**src/rtl/seq_det_pkg.sv**
```systemverilog
// Shared definitions for the time-shared 101 detector scheduler:
// FSM state encoding and the default drain length.
package seq_det_pkg;

  localparam int DRAIN_CYC_DEFAULT = 1;

  typedef enum logic [2:0] {
    ST_IDLE  = 3'd0,
    ST_CLEAR = 3'd1,
    ST_SHIFT = 3'd2,
    ST_DRAIN = 3'd3,
    ST_DONE  = 3'd4
  } state_e;

endpackage

```
**src/rtl/rr_arbiter.sv**
```systemverilog
// Round-robin arbiter: grants the first requester after the last one served.
// The pointer advances only when the owner commits a grant via upd_i.
module rr_arbiter #(
  parameter int NREQ = 2
) (
  input  logic            clk,
  input  logic            rst_n,
  input  logic [NREQ-1:0] req_i,
  input  logic            upd_i,
  output logic [NREQ-1:0] gnt_o
);

  localparam int PW = $clog2(NREQ);

  logic [PW-1:0] last_q;
  logic [PW-1:0] win_d;
  logic [PW-1:0] idx;

  // Walk offsets from farthest to nearest so the nearest requester wins.
  always_comb begin
    gnt_o = '0;
    win_d = last_q;
    idx   = '0;
    for (int off = NREQ; off >= 1; off--) begin
      idx = PW'((int'(last_q) + off) % NREQ);
      if (req_i[idx]) begin
        gnt_o      = '0;
        gnt_o[idx] = 1'b1;
        win_d      = idx;
      end
    end
  end

  always_ff @(posedge clk or negedge rst_n) begin
    if (!rst_n) begin
      last_q <= PW'(NREQ - 1);
    end else if (upd_i && (|req_i)) begin
      last_q <= win_d;
    end
  end

endmodule

```
**src/rtl/seq_det_sched.sv**
```systemverilog
// Time-shares one bit-serial 101 detector among NREQ requesters: clear,
// shift the granted word MSB-first, count hits, report with a done pulse.
module seq_det_sched
  import seq_det_pkg::*;
#(
  parameter int NREQ      = 2,
  parameter int WORD_W    = 15,
  parameter int CNT_W     = 4,
  parameter int DRAIN_CYC = DRAIN_CYC_DEFAULT
) (
  input  logic                     clk,
  input  logic                     rst,
  input  logic [NREQ-1:0]          req,
  input  logic [NREQ*WORD_W-1:0]   req_word,
  output logic [NREQ-1:0]          gnt,
  output logic                     det_rst,
  output logic                     det_x,
  input  logic                     det_y,
  output logic                     done,
  output logic [$clog2(NREQ)-1:0]  done_id,
  output logic [CNT_W-1:0]         match_cnt
);

  localparam int IDW     = $clog2(NREQ);
  localparam int CYC_MAX = (WORD_W > DRAIN_CYC) ? WORD_W : DRAIN_CYC;
  localparam int CYC_W   = $clog2(CYC_MAX + 1);

  state_e            state_q;
  logic [NREQ-1:0]   gnt_q;
  logic              det_rst_q;
  logic              det_x_q;
  logic              done_q;
  logic [IDW-1:0]    done_id_q;
  logic [IDW-1:0]    id_q;
  logic [CNT_W-1:0]  cnt_q;
  logic [WORD_W-1:0] sh_q;
  logic [CYC_W-1:0]  cyc_q;

  logic [NREQ-1:0]   arb_gnt;
  logic              arb_upd;
  logic [IDW-1:0]    win_id;
  logic [WORD_W-1:0] win_word;
  logic              fin;

  assign arb_upd = (state_q == ST_IDLE) && (|req);

  rr_arbiter #(.NREQ(NREQ)) u_arb (
    .clk   (clk),
    .rst_n (rst),
    .req_i (req),
    .upd_i (arb_upd),
    .gnt_o (arb_gnt)
  );

  always_comb begin
    win_id   = '0;
    win_word = '0;
    for (int i = 0; i < NREQ; i++) begin
      if (arb_gnt[i]) begin
        win_id   = IDW'(i);
        win_word = req_word[i*WORD_W +: WORD_W];
      end
    end
  end

  // Last counted cycle of a job: end of DRAIN, or end of SHIFT when there is no drain.
  assign fin = ((state_q == ST_SHIFT) && (cyc_q == CYC_W'(WORD_W - 1)) && (DRAIN_CYC == 0)) ||
               ((state_q == ST_DRAIN) && (cyc_q == CYC_W'(DRAIN_CYC - 1)));

  always_ff @(posedge clk or negedge rst) begin
    if (!rst) begin
      state_q   <= ST_IDLE;
      gnt_q     <= '0;
      det_rst_q <= 1'b0;
      det_x_q   <= 1'b0;
      done_q    <= 1'b0;
      done_id_q <= '0;
      id_q      <= '0;
      cnt_q     <= '0;
      sh_q      <= '0;
      cyc_q     <= '0;
    end else begin
      done_q <= 1'b0;
      if (((state_q == ST_SHIFT) || (state_q == ST_DRAIN)) && det_y && !(&cnt_q)) begin
        cnt_q <= cnt_q + CNT_W'(1);
      end
      if (fin) begin
        state_q   <= ST_DONE;
        done_q    <= 1'b1;
        done_id_q <= id_q;
        gnt_q     <= '0;
        det_rst_q <= 1'b0;
        det_x_q   <= 1'b0;
      end else begin
        case (state_q)
          ST_IDLE: begin
            if (|req) begin
              gnt_q   <= arb_gnt;
              id_q    <= win_id;
              sh_q    <= win_word;
              cnt_q   <= '0;
              state_q <= ST_CLEAR;
            end
          end
          ST_CLEAR: begin
            state_q   <= ST_SHIFT;
            det_rst_q <= 1'b1;
            det_x_q   <= sh_q[WORD_W-1];
            sh_q      <= {sh_q[WORD_W-2:0], 1'b0};
            cyc_q     <= '0;
          end
          ST_SHIFT: begin
            det_x_q <= sh_q[WORD_W-1];
            sh_q    <= {sh_q[WORD_W-2:0], 1'b0};
            cyc_q   <= cyc_q + CYC_W'(1);
            if (cyc_q == CYC_W'(WORD_W - 1)) begin
              state_q <= ST_DRAIN;
              det_x_q <= 1'b0;
              cyc_q   <= '0;
            end
          end
          ST_DRAIN: cyc_q <= cyc_q + CYC_W'(1);
          ST_DONE:  state_q <= ST_IDLE;
          default:  state_q <= ST_IDLE;
        endcase
      end
    end
  end

  assign gnt       = gnt_q;
  assign det_rst   = det_rst_q;
  assign det_x     = det_x_q;
  assign done      = done_q;
  assign done_id   = done_id_q;
  assign match_cnt = cnt_q;

endmodule

```
**config.mk**
```make
export PLATFORM = sky130hd
export DESIGN_NAME = seq_det_sched
export DESIGN_NICKNAME = d
export VERILOG_FILES = /design/src/rtl/seq_det_pkg.sv /design/src/rtl/rr_arbiter.sv /design/src/rtl/seq_det_sched.sv
export SDC_FILE = /design/constraint.sdc
export NUM_CORES = 1
export LEC_CHECK = 0
export ABC_AREA = 1
export BUFFER_PORTS_ARGS = -buffer_cell sky130_fd_sc_hd__buf_2
export CORE_UTILIZATION = 58
export CTS_CLUSTER_DIAMETER = 150
export CTS_CLUSTER_SIZE = 30
export DETAILED_ROUTE_END_ITERATION = 7
export GPL_TIMING_DRIVEN = 0
export PLACE_DENSITY = 0.9
export SYNTH_ARGS = -nofsm -noshare
export SYNTH_HDL_FRONTEND = slang
export SYNTH_HIERARCHICAL = 1
export SYNTH_SLANG_ARGS = --single-unit
export TNS_END_PERCENT = 20
```
**constraint.sdc**
```tcl
create_clock -name clk -period 2.9 [get_ports clk]
set_clock_uncertainty 0.2 [all_clocks]
set_input_delay 0.58 -clock clk [delete_from_list [all_inputs] [get_ports clk]]
set_output_delay 0.58 -clock clk [all_outputs]
set_load 0.02 [all_outputs]
```
==> After elaboration in Yosys (flattened, before gate mapping) <==
Index checks and enable logic that the tools add are counted.
{ "op_classes": {"magnitude_cmp": 4, "add_sub_neg": 4, "eq_ne": 8, "reduce_logical": 27, "bitwise_logic": 1, "n_mux": 36} }
{ "op_table": {"columns": ["op", "count"], "rows": [
  ["15-bit 2-to-1 mux", 3],
  ["15-bit one-hot mux with 2 select lines", 1],
  ["4-bit 2-to-1 mux", 5],
  ["1-bit 2-to-1 mux", 14],
  ["3-bit one-hot mux with 4 select lines", 1],
  ["4-bit one-hot mux with 3 select lines", 1],
  ["2-bit 2-to-1 mux", 5],
  ["2-bit nonzero test", 5],
  ["3-bit 2-to-1 mux", 3],
  ["3-bit AND reduction", 3],
  ["4-bit by 1-bit adder with 4-bit output, second input constant", 2],
  ["1-bit logical AND", 7],
  ["3-bit by 2-bit == test with 1-bit output, second input constant", 2],
  ["3-bit by 2-bit inequality test with 1-bit output, second input constant", 2],
  ["2-bit AND reduction", 3],
  ["3-bit nonzero test", 2],
  ["4-bit == test, second input constant", 1],
  ["4-bit zero test", 1],
  ["1-bit by 2-bit < comparator with 1-bit output, second input constant", 2],
  ["4-bit AND reduction", 1],
  ["2-bit OR reduction", 2],
  ["3-bit by 1-bit == test with 1-bit output, second input constant", 1],
  ["3-bit zero test", 1],
  ["1-bit adder, second input constant", 2],
  ["other kinds (8)", 10]
]} }
{ "totals": {"register_bits": 34, "word_cells": 91} }

==> Logic depth before layout (Yosys ltp) <==
{ "logic_depth": {"ltp_word": 11, "ltp_mapped": 10, "depth_no_buf": 9} }

==> Modules after synthesis <==
The synthesis kept the hierarchy.
{ "by_module_without_submodules": {"columns": ["module", "n_inst", "seq_area_each_um2", "cells_per_inst", "area_per_inst_um2"], "rows": [
  ["seq_det_sched", 1, 825.8, 283, 1983.2],
  ["rr_arbiter", 1, 26.3, 8, 61.3]
]} }

==> Least setup slack after synthesis <==
No wires, ideal clock.
{ "synth_timing": {"kind": "input port to flip-flop", "from": "input req[1]", "to": "register sh_q[2]", "required_ns": 2.635, "stages": 9, "t_arrival_ns": 1.477, "setup_slack_ns": 1.158, "cell_sequence": "a21boi_0 > buf_2 > clkbuf_1 > nand2_1 > nand2_1 > nand3_1 > nand2_1 > nand2_1 > nand2_1"} }
{ "synth_via": {"elab_chain_len": 8, "word_cells_on_any_way": 13, "classes_between": "eq/ne: 1; mux: 10; reduce/logical: 2"} }
{ "synth_lines": {"columns": ["item", "line", "source"], "rows": [
  ["start, declared", "seq_det_sched.sv:13", "input logic [NREQ-1:0] req,"],
  ["1-bit 2-to-1 mux (not written as such) (2 in series)", "rr_arbiter.sv:26", "if (req_i[idx]) begin"],
  ["2-bit 2-to-1 mux (2 in series)", "rr_arbiter.sv:26", null],
  ["15-bit 2-to-1 mux (2 in series)", "seq_det_sched.sv:59", "if (arb_gnt[i]) begin"],
  ["15-bit 2-to-1 mux", "seq_det_sched.sv:97", "if (|req) begin"],
  ["15-bit one-hot mux with 2 select lines", "seq_det_sched.sv:95", "case (state_q)"],
  ["end signal, assigned", "seq_det_sched.sv:100", "sh_q <= win_word;"],
  ["end signal, assigned", "seq_det_sched.sv:109", "sh_q <= {sh_q[WORD_W-2:0], 1'b0};"],
  ["end signal, assigned", "seq_det_sched.sv:114", "sh_q <= {sh_q[WORD_W-2:0], 1'b0};"],
  ["end, declared", "seq_det_sched.sv:36", "logic [WORD_W-1:0] sh_q;"]
]} }
Several ways; a longest one is shown, not always the timed one. The select of a mux whose other input is x is not followed.
A chain may end at the register's enable or synchronous reset.

==> Worst setup path in the final report <==
{ "layout_timing": {"from": "register u_arb.last_q", "to": "register sh_q[3]"} }
{ "layout_via": {"elab_chain_len": 11, "word_cells_on_any_way": 22, "classes_between": "add/sub: 2; order compare: 4; mux: 14; reduce/logical: 2"} }
{ "layout_lines": {"columns": ["item", "line", "source"], "rows": [
  ["start, declared", "rr_arbiter.sv:15", "logic [PW-1:0] last_q;"],
  ["start signal, assigned", "rr_arbiter.sv:36", "last_q <= PW'(NREQ - 1);"],
  ["start signal, assigned", "rr_arbiter.sv:38", "last_q <= win_d;"],
  ["1-bit adder", "rr_arbiter.sv:25", "idx = PW'((int'(last_q) + off) % NREQ);"],
  ["1-bit by 2-bit < comparator with 1-bit output (not written as such) / 1-bit greater-or-equal comparator (equally long branches)", "rr_arbiter.sv:28", "gnt_o[idx] = 1'b1;"],
  ["1-bit logical AND (not written as such)", "rr_arbiter.sv:28", null],
  ["1-bit 2-to-1 mux (not written as such)", "rr_arbiter.sv:28", null],
  ["1-bit demux with 1-bit select", null, null],
  ["2-bit 2-to-1 mux", "rr_arbiter.sv:26", null],
  ["2-bit 2-to-1 mux (*)", "rr_arbiter.sv:26", null],
  ["via arb_gnt[0]", "seq_det_sched.sv:39", "logic [NREQ-1:0] arb_gnt;"],
  ["15-bit 2-to-1 mux (*) (2 in series)", "seq_det_sched.sv:59", null],
  ["15-bit 2-to-1 mux (*)", "seq_det_sched.sv:97", null],
  ["15-bit one-hot mux with 2 select lines (*)", "seq_det_sched.sv:95", null]
]} }
The timed path passes the listed nets; every way through them passes the cells marked *. The select of a mux whose other input is x is not followed.

==> flow_summary_export.csv <==
group,metric,value,unit
run_status,status,"completed",
synthesis,synth_top_area_share,40.4,%
global_routing,overflow,0,
power_and_ir_drop,clock_power_share,10.7,%
cts,cts_hold_buf,0,
sta,final.setup.tns,0,ps
critical_path,r2r_setup_slack,890,ps
critical_path,setup.worst_path.end_class,"flip-flop",
power_and_ir_drop,switching_power,1.24,mW
sta,slew-limit-headroom,49.8,%
floorplanning,placeableCoreArea,3360,um2
cts,cts_setup_buffers,0,
sta,setup-violations-final,0,
synthesis,synth.avg_cell_area,7.03,um2
synthesis,synth_nets,330,
finish,final_cell_mix,"nand2_1 (140), buf_2 (46), nand3_1 (40)",
sta,tightest_slew,753,ps
finish,num_antenna_cells,0,
finish,num-nets-final,381,
floorplanning,die_height,61.4,um
synthesis,synth_area_leaders,"dfrtp_1 (40%), nand2_1 (26%), nand3_1 (9.8%)",
power_and_ir_drop,ir_worst_vdd,0.000764,V
cts,clkTransAtPathRegs,100,ps
floorplanning,start_util,60.8,%
power_and_ir_drop,power.internal,1.29,mW
synthesis,synth_seq_cells,34,
critical_path,r2r-start,"u_arb/last_q$_DFFE_PN1P_",
synthesis,ys_seq_area_share,41.7,%
sta,finalCriticalPeriod,2010,ps
sta,rsz0062_at_grt,"false",
synthesis,synth.distinct_cells,24,
finish,syn_to_final_growth,16.5,%
sta,max_freq,498,MHz
finish,layout-drive-gt1-share,21.3,%
floorplanning,die_area,3770,um2
power_and_ir_drop,share_comb_of_total_power,55.8,%
sta,timing.final.crit_share,69.2,%
global_routing,track_usage,25.1,%
place,portBuffers,44,
synthesis,synth_warnings,6,
global_routing,antenna_found_initial,0,
synthesis,yosysTopAreaCell,"dfrtp_1",
critical_path,crit_arrival,2090,ps
routing,detail_route.wl_per_cell,11.5,um
routing,totalWireLength,4480,um
place,place_congestion,0.878,
cts,cts_root_buf,"clkbuf_4",
routing,num_vias,1978,
sta,hold_violations,0,
power_and_ir_drop,seq_power_share,33.5,%
power_and_ir_drop,power.density,1060,nW/um2
flow_run,maxCapViolCount,0,
place,hpwl,3270,um
cts,clockBufferDepth,2,
synthesis,synthCells,291,
global_routing,grt_max_degree,35,
power_and_ir_drop,leakagePower,1.40,nW
sta,finalMaxSlewViolations,0,
critical_path,worstSetupStartpointType,"flip-flop",
cts,cts_tree,"built",
floorplanning,num_rows,21,
cts,post_cts_resized,0,
hold_path,hp-class,"in -> async",
synthesis,mappedNetlistArea,2040,um2
critical_path,r2r_end,"sh_q[3]$_DFFE_PN0P_",
critical_path,critical_path_class,"reg -> reg",
floorplanning,io_pins,45,
routing,drtAntennaViolNets,0,
cts,cts_num_sinks,34,
global_routing,grt_pass1_vias,1666,
cts,htreeDepth,2,
floorplanning,die_x,61.4,um
cts,clk_latency,330,ps
finish,register_area,852,um2
critical_path,critPathMaxFanout,10,
routing,drc,0,
critical_path,r2r_cells,10,
routing,firstDrtPassIters,6,
finish,fillers,307,
finish,final_common_cell,"nand2_1",
critical_path,cp_data_required_time,2980,ps
routing,vias_per_cell,5.08,
power_and_ir_drop,netSwitchingFraction,48.9,%
power_and_ir_drop,power,2.53,mW
global_routing,grt_pass1_wl,6870,um
cts,cts_buffers,5,
finish,multi_input_area,1040,um2
routing,drtIter0Drc,77,
synthesized netlist by cell type:
cell,n
nor2_4,2
dfrtp_1,33
inv_1,18
clkbuf_1,3
a21oi_1,4
nand3_2,1
o21ai_0,5
a21boi_1,1
nand3_4,1
inv_2,3
a21boi_0,1
ha_1,4
clkbuf_4,1
buf_4,3
nand3_1,40
buf_2,2
dfstp_2,1
o21ai_1,1
buf_6,2
nand4_1,5
nand2_1,140
nor2_1,14
a21oi_2,1
nand2_4,5
power by group through the flow:
| stage | clock network (mW) | logic, mW | registers [mW] |
|---|---|---|---|
| after floorplan | 0 | 1.02 | 0.897 |
| after global placement | 0 | 1.36 | 0.842 |
| after detailed placement | 0 | 1.41 | 0.850 |
| after CTS | 0.280 | 1.42 | 0.843 |
| after global routing | 0.299 | 1.59 | 0.872 |
| final | 0.272 | 1.41 | 0.848 |
critical path, stage by stage (launching register included):
cell,delay [ps]
dfstp_2,570
inv_1,60
a21boi_1,130
clkbuf_1,290
buf_2,280
nand3_1,100
nand2_1,80
nand3_1,80
nand2_1,70
nand2_1,50
nand2_1,50
worst max path at each step:
stage                              from             endpoint  cells after the start
5_1_grt        u_arb/last_q$_DFFE_PN1P_  sh_q[2]$_DFFE_PN0P_                     10
3_3_place_gp                     req[1]  sh_q[5]$_DFFE_PN0P_                     10
6_report       u_arb/last_q$_DFFE_PN1P_  sh_q[3]$_DFFE_PN0P_                     10
2_1_floorplan                    req[1]  sh_q[2]$_DFFE_PN0P_                      9
4_1_cts        u_arb/last_q$_DFFE_PN1P_  sh_q[3]$_DFFE_PN0P_                     10
3_5_place_dp                     req[1]  sh_q[3]$_DFFE_PN0P_                     10
final cells by class:
class                   count  area share (%)
clock buffers               7            2.31
plain buffers              11            3.10
repair buffers             44            9.24
inverters                  21            3.31
clock inverters             1           0.210
flip-flops and latches     34            35.8
multi-input cells         225            43.6
well taps                  46            2.42
sequential cells by signal, indices dropped and copies added, names as in the netlist, 2 cells and up:
name	count
match_cnt	4
gnt	2
cyc_q	4
state_q	3
sh_q	15
stage by stage:
| stage | util [%] | std cells | setup WS [ps] | area, um2 | hold slack (ps) |
|---|---|---|---|---|---|
| global placement | 69.0 | 381 | 824 | 2320 | 253 |
| global route | 70.8 | 389 | 737 | 2380 | 155 |
| floorplan | - | 291 | 1160 | 2040 | 84.4 |
| detailed placement | 69.0 | 381 | 756 | 2320 | 261 |
| CTS | 70.8 | 389 | 898 | 2380 | 122 |
| finish | 70.8 | 389 | 892 | 2380 | 99.2 |
per-layer routing:
metal | part of all wire, % | track usage, % | vias to the layer above
met5 | 0 | 0 | -
met4 | 1.4 | 8.25 | 0
met3 | 4.3 | 5.67 | 5
met2 | 49 | 42.2 | 52
met1 | 45 | 32.1 | 903
li1 | - | - | 1018
logic make-up after synthesis:
kind of cell | count (synthesis) | synth area share, %
AO/OA/AOI/OAI | 13 | 3.61
buffers and inverters | 32 | 7.47
flip-flops | 34 | 41.7
adder cells (fa/ha/maj) | 4 | 2.45
AND/OR/NAND/NOR | 208 | 44.8
Power figures use the tool's default switching activity.
